**config.mk**
```make
export PLATFORM = sky130hd
export DESIGN_NAME = condicionador_botoes_flat
export DESIGN_NICKNAME = d
export VERILOG_FILES = /design/src/rtl/condicionador_botoes_pkg.sv /design/src/rtl/condicionador_botoes_if.sv /design/src/rtl/condicionador_botoes_sincronizador_2ff.sv /design/src/rtl/condicionador_botoes.sv /design/src/flat_wrapper.sv
export SDC_FILE = /design/constraint.sdc
export NUM_CORES = 1
export LEC_CHECK = 0
export CORE_MARGIN = 2
export CORE_UTILIZATION = 53
export CTS_BUF_LIST = sky130_fd_sc_hd__clkbuf_8 sky130_fd_sc_hd__clkbuf_16
export DETAILED_ROUTE_END_ITERATION = 6
export PLACE_DENSITY = 0.77
export SYNTH_ARGS = -nofsm -noshare
export SYNTH_HDL_FRONTEND = slang
export SYNTH_HIERARCHICAL = 1
export SYNTH_SLANG_ARGS = --single-unit
```
**constraint.sdc**
```tcl
create_clock -name clock -period 3.6 [get_ports clock]
set_input_delay 0.72 -clock clock [delete_from_list [all_inputs] [get_ports clock]]
set_output_delay 0.72 -clock clock [all_outputs]
set_load 0.02 [all_outputs]
```
**src/rtl/condicionador_botoes_pkg.sv**
```systemverilog
// Shared definitions for the memory-game button front end: FSM state codes,
// default sizing and the one-hot check used to qualify a play.
package pkg_jogo;

  localparam int N_BOTOES_PADRAO        = 4;
  localparam int DEBOUNCE_CICLOS_PADRAO = 4;
  localparam int MAX_BOTOES             = 32;

  typedef enum logic [1:0] {
    ST_OCIOSO       = 2'b00,
    ST_FILTRA_PRESS = 2'b01,
    ST_PRESSIONADO  = 2'b10,
    ST_FILTRA_SOLTA = 2'b11
  } estado_t;

  // True when exactly one bit is set: nonzero and clearing the lowest set bit leaves zero.
  function automatic logic eh_one_hot(input logic [MAX_BOTOES-1:0] v);
    return (v != '0) && ((v & (v - MAX_BOTOES'(1))) == '0);
  endfunction

endpackage

```
**src/rtl/condicionador_botoes_if.sv**
```systemverilog
// Button bus between the raw player buttons / control unit (master) and the
// conditioner (slave).
interface condicionador_botoes_if
  import pkg_jogo::*;
#(
  parameter int N_BOTOES = N_BOTOES_PADRAO
);

  logic [N_BOTOES-1:0] botoes;
  logic                habilita;
  logic                limpa;
  logic [N_BOTOES-1:0] jogada;
  logic                jogada_valida;
  logic                jogada_feita;
  logic [1:0]          db_estado;

  modport master (
    output botoes, habilita, limpa,
    input  jogada, jogada_valida, jogada_feita, db_estado
  );

  modport slave (
    input  botoes, habilita, limpa,
    output jogada, jogada_valida, jogada_feita, db_estado
  );

endinterface

```
**src/rtl/condicionador_botoes_sincronizador_2ff.sv**
```systemverilog
// Two-flop synchroniser for an asynchronous bus; only the second stage may be
// consumed by downstream logic.
module sincronizador_2ff #(
  parameter int LARGURA = 4
) (
  input  logic               clock,
  input  logic               reset,
  input  logic [LARGURA-1:0] d_i,
  output logic [LARGURA-1:0] q_o
);

  logic [LARGURA-1:0] sync1_q;
  logic [LARGURA-1:0] sync2_q;

  always_ff @(posedge clock or negedge reset) begin
    if (!reset) begin
      sync1_q <= '0;
      sync2_q <= '0;
    end else begin
      sync1_q <= d_i;
      sync2_q <= sync1_q;
    end
  end

  assign q_o = sync2_q;

endmodule

```
**src/rtl/condicionador_botoes.sv**
```systemverilog
// Synchronises and debounces the player buttons, emitting one registered
// jogada_feita pulse per accepted press together with the latched pattern.
module condicionador_botoes
  import pkg_jogo::*;
#(
  parameter int N_BOTOES        = N_BOTOES_PADRAO,
  parameter int DEBOUNCE_CICLOS = DEBOUNCE_CICLOS_PADRAO
) (
  input logic                    clock,
  input logic                    reset,
  condicionador_botoes_if.slave  botoes_if
);

  localparam int               CNT_W   = $clog2(DEBOUNCE_CICLOS);
  localparam logic [CNT_W-1:0] CNT_MAX = CNT_W'(DEBOUNCE_CICLOS - 1);

  logic [N_BOTOES-1:0] sync2;
  estado_t             estado_q;
  logic [CNT_W-1:0]    cnt_q;
  logic [N_BOTOES-1:0] amostra_q;
  logic [N_BOTOES-1:0] jogada_q;
  logic                jogada_valida_q;
  logic                jogada_feita_q;

  sincronizador_2ff #(
    .LARGURA (N_BOTOES)
  ) u_sync (
    .clock (clock),
    .reset (reset),
    .d_i   (botoes_if.botoes),
    .q_o   (sync2)
  );

  // cnt never wraps: every state leaves or restarts it at CNT_MAX.
  always_ff @(posedge clock or negedge reset) begin
    if (!reset) begin
      estado_q        <= ST_OCIOSO;
      cnt_q           <= '0;
      amostra_q       <= '0;
      jogada_q        <= '0;
      jogada_valida_q <= 1'b0;
      jogada_feita_q  <= 1'b0;
    end else begin
      jogada_feita_q <= 1'b0;
      if (botoes_if.limpa) begin
        estado_q        <= ST_OCIOSO;
        cnt_q           <= '0;
        jogada_q        <= '0;
        jogada_valida_q <= 1'b0;
      end else begin
        case (estado_q)
          ST_OCIOSO: begin
            if (sync2 != '0) begin
              estado_q  <= ST_FILTRA_PRESS;
              amostra_q <= sync2;
              cnt_q     <= '0;
            end
          end
          ST_FILTRA_PRESS: begin
            if (sync2 == '0) begin
              estado_q <= ST_OCIOSO;
            end else if (sync2 != amostra_q) begin
              amostra_q <= sync2;
              cnt_q     <= '0;
            end else if (cnt_q == CNT_MAX) begin
              estado_q <= ST_PRESSIONADO;
              // Only habilita on the accepting edge decides whether this press counts.
              if (botoes_if.habilita) begin
                jogada_q        <= amostra_q;
                jogada_valida_q <= eh_one_hot(MAX_BOTOES'(amostra_q));
                jogada_feita_q  <= 1'b1;
              end
            end else begin
              cnt_q <= cnt_q + CNT_W'(1);
            end
          end
          ST_PRESSIONADO: begin
            if (sync2 == '0) begin
              estado_q <= ST_FILTRA_SOLTA;
              cnt_q    <= '0;
            end
          end
          ST_FILTRA_SOLTA: begin
            if (sync2 != '0) begin
              estado_q <= ST_PRESSIONADO;
            end else if (cnt_q == CNT_MAX) begin
              estado_q <= ST_OCIOSO;
            end else begin
              cnt_q <= cnt_q + CNT_W'(1);
            end
          end
          default: estado_q <= ST_OCIOSO;
        endcase
      end
    end
  end

  assign botoes_if.jogada        = jogada_q;
  assign botoes_if.jogada_valida = jogada_valida_q;
  assign botoes_if.jogada_feita  = jogada_feita_q;
  assign botoes_if.db_estado     = estado_q;

endmodule
```
**src/flat_wrapper.sv**
```systemverilog
// flat-port wrapper written by rule: the top's interface ports become plain ports
module condicionador_botoes_flat import pkg_jogo::*;
#(
  parameter int N_BOTOES        = N_BOTOES_PADRAO,
  parameter int DEBOUNCE_CICLOS = DEBOUNCE_CICLOS_PADRAO
)
  (clock, reset, botoes_if_botoes, botoes_if_habilita, botoes_if_limpa, botoes_if_jogada, botoes_if_jogada_valida, botoes_if_jogada_feita, botoes_if_db_estado);
  condicionador_botoes_if #(.N_BOTOES(N_BOTOES)) botoes_if_i ();
  input logic clock;
  input logic reset;
  input wire logic [$bits(botoes_if_i.botoes)-1:0] botoes_if_botoes;
  input wire logic [$bits(botoes_if_i.habilita)-1:0] botoes_if_habilita;
  input wire logic [$bits(botoes_if_i.limpa)-1:0] botoes_if_limpa;
  output wire logic [$bits(botoes_if_i.jogada)-1:0] botoes_if_jogada;
  output wire logic [$bits(botoes_if_i.jogada_valida)-1:0] botoes_if_jogada_valida;
  output wire logic [$bits(botoes_if_i.jogada_feita)-1:0] botoes_if_jogada_feita;
  output wire logic [$bits(botoes_if_i.db_estado)-1:0] botoes_if_db_estado;
  assign botoes_if_i.botoes = botoes_if_botoes;
  assign botoes_if_i.habilita = botoes_if_habilita;
  assign botoes_if_i.limpa = botoes_if_limpa;
  assign botoes_if_jogada = botoes_if_i.jogada;
  assign botoes_if_jogada_valida = botoes_if_i.jogada_valida;
  assign botoes_if_jogada_feita = botoes_if_i.jogada_feita;
  assign botoes_if_db_estado = botoes_if_i.db_estado;
  condicionador_botoes #(.N_BOTOES(N_BOTOES), .DEBOUNCE_CICLOS(DEBOUNCE_CICLOS)) u_core (.clock(clock), .reset(reset), .botoes_if(botoes_if_i));
endmodule
```
==> summary.md, run 1 <==
| Metric | Value |
|---|---|
| Status | complete, no violations |
| Clock Skew | about 0.0015 ns |
| Final Power | ~0.5 mW |
| Setup Total Neg Slack | 0 ns |
| Commonest non-fill, non-tap cells in the layout | dfrtp_1, clkdlybuf4s50_1, xor2_1, a22o_1 |
| Area Growth Syn to Fin | 23.7% |
| Crit end category | primary output |
| Via count | 578 |
| Syn. warnings | 6 |
| Netlist Area Pre-Place | ~900 um^2 |
| Pleak | approximately 0.47 nW |
| Root buf cell | clkbuf_8 |
| Die area | between 2000 and 2500 um^2 |
| Slowest cell on the critical path | clkdlybuf4s50_1 |
| Vias in the first global route | 551 |
| Seq/Total Area, Yosys | 0.609 |
| Longest Clk Path Bufs | 2 |
| DP Cell Count | between 90 and 100 |
| Routed Antenna Nets | 0 |
| DRT iter0 DRCs | 8 |
| Clock Sinks | 22 |
| Final Net Count | 91 |
| CTS H-Tree Depth | 1 |
| Yosys cell types | 23 |
| Clk Latency, worst-skew pair | roughly 0.25 ns |
| Antenna cells | 0 |
| Synth Register Bits | 22 |
| GRT Resource Usage Total | 0.171 |
| Hold WC Path Type | flip-flop to flip-flop |
| Crit-path leading delay family | buffers and inverters |
| Share of cells above drive strength 1 | 0.110 |
| Finished Layout Cells | 98 |
| First-pass GRT wire length | ~2400 um |
| Clock buffer count from CTS | 3 |
| Syn Nets | 72 |
| Hold Vio Cnt, Final | 0 |
| RSZ-0062 raised after global routing | false |
| Synth top area share | 0.609 |
| Gpl congestion | 0.764 |
| Worst Path Max Fanout | 8 |
| CP Buf/Inv Count | 1 |
| Final slew viol count | 0 |
| Final min period | around 2.1 ns |
| Worst VDD drop | 0.000382 V |
| Rows | 14 |
| Final setup viols | 0 |
| Core area | 1560 um^2 |
| Switch Pwr | about 0.11 mW |
| Commonest non-fill, non-tap cell in the layout | dfrtp_1 |
| Largest net degree at the start of global routing | 23 |
| GR Overflow Total | 0 |
| Initial antenna violation count | 0 |
| Max_cap viols | 0 |
| Max incr delay on CP | approximately 0.66 ns |
| Worst Path Required | ~2.9 ns |
| Worst Tran Pin Value | 0.905 ns |
| Hold buffers post-CTS | 0 |
| I/O pins | 16 |
| Drt wl/cell | roughly 15 um |
| Leading area contributor after synthesis | dfrtp_1 |
| Post-cts sizing count | 0 |
| Routed WL | roughly 1400 um |
| Remaining DRCs | 0 |
| Crit Path Class | flip-flop to primary output |
| Combinational Power Share | 0.096 |
| PwrDens | around 440 nW/um^2 |
| CP Cell Sequence | clkdlybuf4s50_1 |
| Port Buffer Count | 15 |
| Sequential Power Share | 0.557 |
| Final period util | 0.592 |
| Die Ht | around 45 um |
| Internal power | ~0.38 mW |
| Dominant cells by area after synthesis | dfrtp_1, a22o_1, xor2_1, nor4_4, mux2_1 |
| Fmax | ~470 MHz |
| Clock network fraction of design power | 0.346 |
| TritonCTS clock tree | done |
| Die Wd | ~45 um |
| Drt pass-1 iters | 4 |
| CP arrival | approximately 1.4 ns |
| CP Launch Type | flip-flop |
| Max-slew headroom | 0.395 |
| Initial Util | 0.579 |
| Syn_area_per_cell | 14.1 um^2 |
| Postcts setup bufs | 0 |
| Vias per std cell | roughly 5.9 |
| Mapped Cells | 64 |
| Placed wire-length estimate | 1030 um |
| Reg clk slew, reported paths | about 0.07 ns |
| Sw frac | 0.223 |
## worst reg2reg max path, delay by kind of cell, from the launching register on
kind / cells / cell delay, ns
xor gates and xnor gates: 1 / 0.21
AOI/OAI and AO/OA: 2 / 0.51
and+or+nand+nor: 1 / 0.41
DFF: 1 / 0.45
## stage by stage
step / cell area (um^2) / utilization / worst slack, ns / hold WS, ns
final: 1120 / 0.717 / 1.47 / 0.353
after global routing: 1120 / 0.717 / 1.42 / 0.357
after global placement: 1060 / 0.681 / 1.40 / 0.333
after floorplan: 903 / - / 2.03 / 0.331
after detailed placement: 1060 / 0.681 / 1.33 / 0.338
after CTS: 1120 / 0.717 / 1.46 / 0.355
## power groups by stage
stage / sequential, mW / combinational (mW) / clock (mW)
6_report: 0.271 / 0.0469 / 0.169
5_1_grt: 0.273 / 0.0523 / 0.185
4_1_cts: 0.271 / 0.0476 / 0.174
3_5_place_dp: 0.276 / 0.0472 / 0
3_3_place_gp: 0.275 / 0.0462 / 0
2_1_floorplan: 0.273 / 0.0279 / 0
## area by class of cell
class                           instances  area (um^2)
Timing Repair Buffer                   15          150
Fill cell                              98          442
Multi-Input combinational cell         40          338
Sequential cell                        22          551
Inverter                                1         3.75
Tap cell                               16         20.0
Clock buffer                            4         55.1
## flip-flops by register name, indices dropped and copies added (netlist names)
name / flops
u_core/cnt_q: 2
u_core/botoes_if.jogada: 4
u_core/botoes_if.jogada_feita: 1
u_core/u_sync/sync1_q: 4
u_core/botoes_if.db_estado: 2
u_core/botoes_if.jogada_valida: 1
u_core/u_sync/q_o: 4
u_core/amostra_q: 4
## final timing paths
path	slack [ns]	to	cells after the start	startpoint
min in group asynchronous	0.97	u_core/amostra_q[0]$_DFFE_PN0P_	1	reset
max in group asynchronous	2.08	u_core/botoes_if.db_estado[0]$_DFFE_PN0P_	1	reset
hold / removal	0.35	u_core/u_sync/q_o[3]$_DFF_PN0_	0	u_core/u_sync/sync1_q[3]$_DFF_PN0_
setup / recovery	1.47	botoes_if_db_estado[1]	1	u_core/botoes_if.db_estado[1]$_DFFE_PN0P_
setup reg to reg	1.90	u_core/botoes_if.jogada_valida$_DFFE_PN0P_	4	u_core/amostra_q[3]$_DFFE_PN0P_
hold reg to reg	0.35	u_core/u_sync/q_o[3]$_DFF_PN0_	0	u_core/u_sync/sync1_q[3]$_DFF_PN0_
## Yosys cell counts
master,number
a211oi_1,1
a21oi_1,4
a22o_1,5
a41oi_2,1
and3_1,1
and4_1,1
buf_6,1
dfrtp_1,22
inv_1,1
mux2_1,3
mux2_2,1
mux2i_1,2
nand2b_1,2
nand3b_1,1
nor2_1,3
nor2b_1,2
nor3_2,1
nor4_4,2
o21ai_0,2
o21ai_1,1
o22ai_1,1
xnor2_1,1
xor2_1,5
## cells by family after synthesis
logic type	share of synthesized area
AO/OA/AOI/OAI	0.121
XOR/XNOR	0.0582
buffers and inverters	0.0166
flip-flops	0.609
multiplexers	0.0720
AND/OR/NAND/NOR	0.123
## metal layers
metal | routed length, um | track usage | share of wire
met4 | 15 | 0.106 | 0.011
met2 | 725 | 0.271 | 0.51
met1 | 640 | 0.214 | 0.45
met3 | 40 | 0.0360 | 0.028
met5 | 0 | 0 | 0
No activity file was read; power rests on OpenSTA's default activity.
==> run 2, diff against run 1 <==
--- a/config.mk
+++ b/config.mk
@@ -6,10 +6,10 @@
 export NUM_CORES = 1
 export LEC_CHECK = 0
 export CORE_MARGIN = 2
-export CORE_UTILIZATION = 53
+export CORE_UTILIZATION = 49
 export CTS_BUF_LIST = sky130_fd_sc_hd__clkbuf_8 sky130_fd_sc_hd__clkbuf_16
 export DETAILED_ROUTE_END_ITERATION = 6
-export PLACE_DENSITY = 0.77
+export PLACE_DENSITY = 0.72
 export SYNTH_ARGS = -nofsm -noshare
 export SYNTH_HDL_FRONTEND = slang
 export SYNTH_HIERARCHICAL = 1
==> constraint.sdc (replaced) <==
create_clock -name clock -period 2.01 [get_ports clock]
set_input_delay 0.402 -clock clock [delete_from_list [all_inputs] [get_ports clock]]
set_output_delay 0.402 -clock clock [all_outputs]
set_load 0.02 [all_outputs]
==> run 2 against run 1 <==
  * Sequential cell count stayed put
  * Critical path depth is the same
  * Register-to-register slack lost 1.6 ns
  * Clock skew about the same
  * Via count shrank 0.69%
  * Combinational power rose by 87%
  * Final cell count grew 10%
  * Highest routed layer unchanged
==> summary.md, run 2 (synthesis gave the netlist of run 1 again) <==
| Metric | Value |
|---|---|
| Core area | between 1500 and 2000 um^2 |
| CP startpoint | u_core/botoes_if.db_estado[1]$_DFFE_PN0P_ |
| I/O pins | 16 |
| RSZ-0062 raised after global routing | false |
| Final core occ | 0.654 |
| Initial antenna violation count | 0 |
| First-pass GRT wire length | ~2500 um |
| Post-cts sizing count | 0 |
| Final slew viol count | 0 |
| Clock Skew | approximately 0.0011 ns |
| Max_cap viols | 0 |
| Status | complete, no violations |
| Clock Sinks | 22 |
| Gpl congestion | around 0.77 |
| Rows | 15 |
| Multi-input gate area | 338 um^2 |
| Slowest cell on the critical path | clkdlybuf4s50_1 |
| Crit-path leading delay family | buffers and inverters |
| Routed Antenna Nets | 0 |
| Share of cells above drive strength 1 | 0.120 |
| Routed WL | between 1500 and 2000 um |
| CP Launch Type | flip-flop |
| Worst Path Max Fanout | 8 |
| Commonest non-fill, non-tap cells in the layout | dfrtp_1, clkdlybuf4s50_1, xor2_1, a22o_1, a21oi_1 |
| CP arrival | 1.43 ns |
| PwrDens | 742 nW/um^2 |
| Worst Path Required | approximately 1.6 ns |
| Vias per std cell | around 5.3 |
| DRT iter0 DRCs | 5 |
| Postcts setup bufs | 0 |
| Die Wd | ~47 um |
| Reg2reg start | u_core/amostra_q[3]$_DFFE_PN0P_ |
| GRT Resource Usage Total | 0.169 |
| Longest Clk Path Bufs | 2 |
| Hold path startpoint | u_core/u_sync/sync1_q[1]$_DFF_PN0_ |
| Clk Latency, worst-skew pair | between 0.2 and 0.3 ns |
| Largest net degree at the start of global routing | 23 |
| Pleak | between 0.4 and 0.5 nW |
| Hold Vio Cnt, Final | 0 |
| Hold WC Path Type | flip-flop to flip-flop |
| Worst VDD drop | 0.000556 V |
| Port Buffer Count | 15 |
| Commonest non-fill, non-tap cell in the layout | dfrtp_1 |
| Initial Util | 0.523 |
| Max incr delay on CP | about 0.66 ns |
| Via count | around 570 |
| Die Ht | around 47 um |
| Final worst slack | roughly 0.18 ns |
| Crit Path Class | flip-flop to primary output |
| Area Growth Syn to Fin | 25.1% |
| Final Net Count | 93 |
| Reg clk slew, reported paths | 0.07 ns |
| Area post-placement | approximately 1100 um^2 |
| Clock buffer count from CTS | 3 |
| Max-slew headroom | 0.707 |
| CP Cell Sequence | clkdlybuf4s50_1 |
| Drt pass-1 iters | 3 |
| Final setup viols | 0 |
| Finished Layout Cells | ~110 |
| Fmax | around 550 MHz |
| Vias in the first global route | 550 |
| Die area | ~2200 um^2 |
| Fill cells | 140 |
| Antenna cells | 0 |
| Final period util | 0.911 |
| Setup Total Neg Slack | 0 ns |
| Worst Tran Pin Value | 0.437 ns |
| Drt wl/cell | 14.1 um |
| Final min period | around 1.8 ns |
| Final Cell Area | 1130 um^2 |
| Placed wire-length estimate | ~1100 um |
| Seq. cell area | 551 um^2 |
| Root buf cell | clkbuf_8 |
| Remaining DRCs | 0 |
| CP Buf/Inv Count | 1 |
| Hold buffers post-CTS | 0 |
| Crit end category | primary output |
| CTS H-Tree Depth | 1 |
| TritonCTS clock tree | done |
| DP Worst Slack | roughly 0.22 ns |
| GR Overflow Total | 0 |
| DP Cell Count | roughly 110 |
-- run 2: cell types whose count changed in the layout (fill, tap and decap cells not counted) --
cell | previous run | this run
clkbuf_8 | 4 | 3
buf_4 | 0 | 2
-- run 2: cell type report --
cell class | instances | area share
sequential | 22 | 0.487
multi-input combinational | 40 | 0.299
timing repair buffer | 17 | 0.146
clock buffer | 3 | 0.0365
tap | 25 | 0.0277
inverter | 1 | 0.00332
-- run 2: final timing paths --
path                                                         endpoint  slack, ns  depth (start not counted)
max in group asynchronous                 u_core/cnt_q[0]$_DFFE_PN0P_       1.31                          2
min in group asynchronous      u_core/botoes_if.jogada[2]$_DFFE_PN0P_       0.49                          2
min                                    u_core/u_sync/q_o[1]$_DFF_PN0_       0.35                          0
max                                            botoes_if_db_estado[1]       0.18                          1
min reg2reg                            u_core/u_sync/q_o[1]$_DFF_PN0_       0.35                          0
max reg2reg                u_core/botoes_if.jogada_valida$_DFFE_PN0P_       0.29                          4
-- run 2: through the flow --
stage | hold slack [ns] | power, mW
after global routing | 0.359 | 0.874
after CTS | 0.352 | 0.848
after detailed placement | 0.335 | 0.583
final | 0.351 | 0.839
after global placement | 0.334 | 0.580
after floorplan | 0.106 | 0.540
-- run 2: power breakdown --
group / internal [mW] / switching, mW / total, mW
Clock: 0.134 / 0.131 / 0.265
Combinational: 0.0443 / 0.0436 / 0.0879
Sequential: 0.462 / 0.0241 / 0.486
Total: 0.640 / 0.199 / 0.839
-- run 2: layer usage --
metal / up-vias / track usage / part of all wire
li1: 273 / - / -
met1: 281 / 0.216 / 0.45
met2: 16 / 0.266 / 0.49
met3: 4 / 0.0462 / 0.040
met4: 0 / 0.0833 / 0.018
met5: - / 0 / 0
==> run 3, diff against run 2 <==
--- a/config.mk
+++ b/config.mk
@@ -10,6 +10,7 @@
 export CTS_BUF_LIST = sky130_fd_sc_hd__clkbuf_8 sky130_fd_sc_hd__clkbuf_16
 export DETAILED_ROUTE_END_ITERATION = 6
 export PLACE_DENSITY = 0.72
+export REMOVE_ABC_BUFFERS = 1
 export SYNTH_ARGS = -nofsm -noshare
 export SYNTH_HDL_FRONTEND = slang
 export SYNTH_HIERARCHICAL = 1
==> run 3 against run 2 <==
  * Critical path depth unchanged
  * Clock skew is 0.00078 ns higher
  * Worst setup slack gained 0.020 ns
  * Sequential power hardly changed
  * Non-clock buffer count unchanged
  * Via count is 2.4% lower
  * Final cell count did not move
  * Combinational power down 1%
  * Core utilization unchanged
  * Largest power group unchanged
==> summary.md, run 3 (synthesis gave the netlist of run 1 again) <==
| Metric | Value |
|---|---|
| Drt pass-1 iters | 3 |
| Vias per std cell | 5.19 |
| Drt wl/cell | 13.9 um |
| Area Growth Syn to Fin | 25.1% |
| Post-cts sizing count | 0 |
| Share of cells above drive strength 1 | 0.120 |
| Reg2Reg Depth | 4 |
| Final slew viol count | 0 |
| Fmax | about 550 MHz |
| Crit path to | botoes_if_db_estado[1] |
| Worst path depth | 1 |
| Reg2reg end | u_core/botoes_if.jogada_valida$_DFFE_PN0P_ |
| Postcts setup bufs | 0 |
| TritonCTS clock tree | done |
| CP startpoint | u_core/botoes_if.db_estado[1]$_DFFE_PN0P_ |
| Die Ht | approximately 47 um |
| PwrDens | 733 nW/um^2 |
| Worst Path Max Fanout | 8 |
| CTS H-Tree Depth | 1 |
| Final Net Count | slightly above 90 |
| Initial Util | 0.523 |
| Placed wire-length estimate | about 1100 um |
| I/O pins | 16 |
| Reg clk slew, reported paths | around 0.070 ns |
| Core area | about 1700 um^2 |
| Area post-placement | between 1000 and 1500 um^2 |
| R2R setup slack | ~0.3 ns |
| GR Overflow Total | 0 |
| Routed Antenna Nets | 0 |
| Max incr delay on CP | ~0.66 ns |
| Commonest non-fill, non-tap cells in the layout | dfrtp_1, clkdlybuf4s50_1, xor2_1, a22o_1, a21oi_1 |
| Worst Tran Pin Value | about 0.42 ns |
| CP Launch Type | flip-flop |
| Final min period | 1.81 ns |
| Routed WL | roughly 1500 um |
| Vias in the first global route | ~560 |
| Final period util | 0.901 |
| Hold WC Path Type | flip-flop to flip-flop |
| Port Buffer Count | 15 |
| Max-slew headroom | 0.718 |
| Status | complete, no violations |
| Via count | 560 |
| Pleak | ~0.47 nW |
| Largest net degree at the start of global routing | 23 |
| Antenna cells | 0 |
| Clock Skew | between 0.0015 and 0.002 ns |
| Clock Sinks | 22 |
| Gpl congestion | around 0.75 |
| Crit Path Class | flip-flop to primary output |
| Rows | 15 |
| CP arrival | roughly 1.4 ns |
| First-pass GRT wire length | about 2500 um |
| RSZ-0062 raised after global routing | false |
| Hold buffers post-CTS | 0 |
| Remaining DRCs | 0 |
| Final Cell Area | around 1100 um^2 |
| Slowest cell on the critical path | clkdlybuf4s50_1 |
| Crit end category | primary output |
| Worst Path Required | ~1.6 ns |
| Root buf cell | clkbuf_8 |
| Initial antenna violation count | 0 |
| Longest Clk Path Bufs | 2 |
| Setup Total Neg Slack | 0 ns |
| Final setup viols | 0 |
| Commonest non-fill, non-tap cell in the layout | dfrtp_1 |
| Die area | ~2200 um^2 |
| CP Cell Sequence | clkdlybuf4s50_1 |
| Die Wd | approximately 47 um |
| Hold Vio Cnt, Final | 0 |
| DRT iter0 DRCs | 2 |
| Worst VDD drop | 0.000519 V |
| Crit-path leading delay family | buffers and inverters |
| Clock buffer count from CTS | 3 |
| CP Buf/Inv Count | 1 |
| Reg2reg start | u_core/amostra_q[3]$_DFFE_PN0P_ |
| Max_cap viols | 0 |
| Clk Latency, worst-skew pair | about 0.25 ns |
| GRT Resource Usage Total | 0.171 |
[run 3: final cells by class]
type                            count  area [um^2]
Inverter                            1         3.75
Tap cell                           25         31.3
Sequential cell                    22          551
Timing Repair Buffer               17          165
Clock buffer                        3         41.3
Fill cell                         151          597
Multi-Input combinational cell     40          338
[run 3: layer usage]
metal | GRT usage | wire length [um] | up-vias | part of all wire
met5 | 0 | 0 | - | 0
met4 | 0.0833 | 10 | 0 | 0.0067
met3 | 0.0462 | 76 | 2 | 0.051
met2 | 0.282 | 743 | 14 | 0.50
met1 | 0.206 | 669 | 273 | 0.45
li1 | - | - | 271 | -
[run 3: power breakdown]
group          switching, mW  internal (mW)  leakage [nW]  total [mW]
logic                 0.0425         0.0443         0.176      0.0868
clock network          0.122          0.133        0.0216       0.255
registers             0.0246          0.462         0.277       0.486
[run 3: metrics by stage]
step / util / total power, mW / instances / setup slack [ns] / hold WS, ns
after CTS: 0.654 / 0.844 / 108 / 0.188 / 0.351
final: 0.654 / 0.828 / 108 / 0.199 / 0.350
after global placement: 0.630 / 0.579 / 105 / 0.240 / 0.332
after floorplan: - / 0.540 / 63 / 0.493 / 0.106
after global routing: 0.654 / 0.870 / 108 / 0.130 / 0.348
after detailed placement: 0.630 / 0.583 / 105 / 0.185 / 0.335
[run 3: worst min-delay path by stage]
stage                                        from                         endpoint  slack (ns)  cells after the start
6_report       u_core/u_sync/sync1_q[3]$_DFF_PN0_   u_core/u_sync/q_o[3]$_DFF_PN0_        0.35                      0
5_1_grt        u_core/u_sync/sync1_q[0]$_DFF_PN0_   u_core/u_sync/q_o[0]$_DFF_PN0_        0.35                      0
4_1_cts        u_core/u_sync/sync1_q[3]$_DFF_PN0_   u_core/u_sync/q_o[3]$_DFF_PN0_        0.35                      0
3_5_place_dp   u_core/u_sync/sync1_q[3]$_DFF_PN0_   u_core/u_sync/q_o[3]$_DFF_PN0_        0.33                      0
3_3_place_gp   u_core/u_sync/sync1_q[3]$_DFF_PN0_   u_core/u_sync/q_o[3]$_DFF_PN0_        0.33                      0
2_1_floorplan                               reset  u_core/amostra_q[0]$_DFFE_PN0P_        0.11                      0
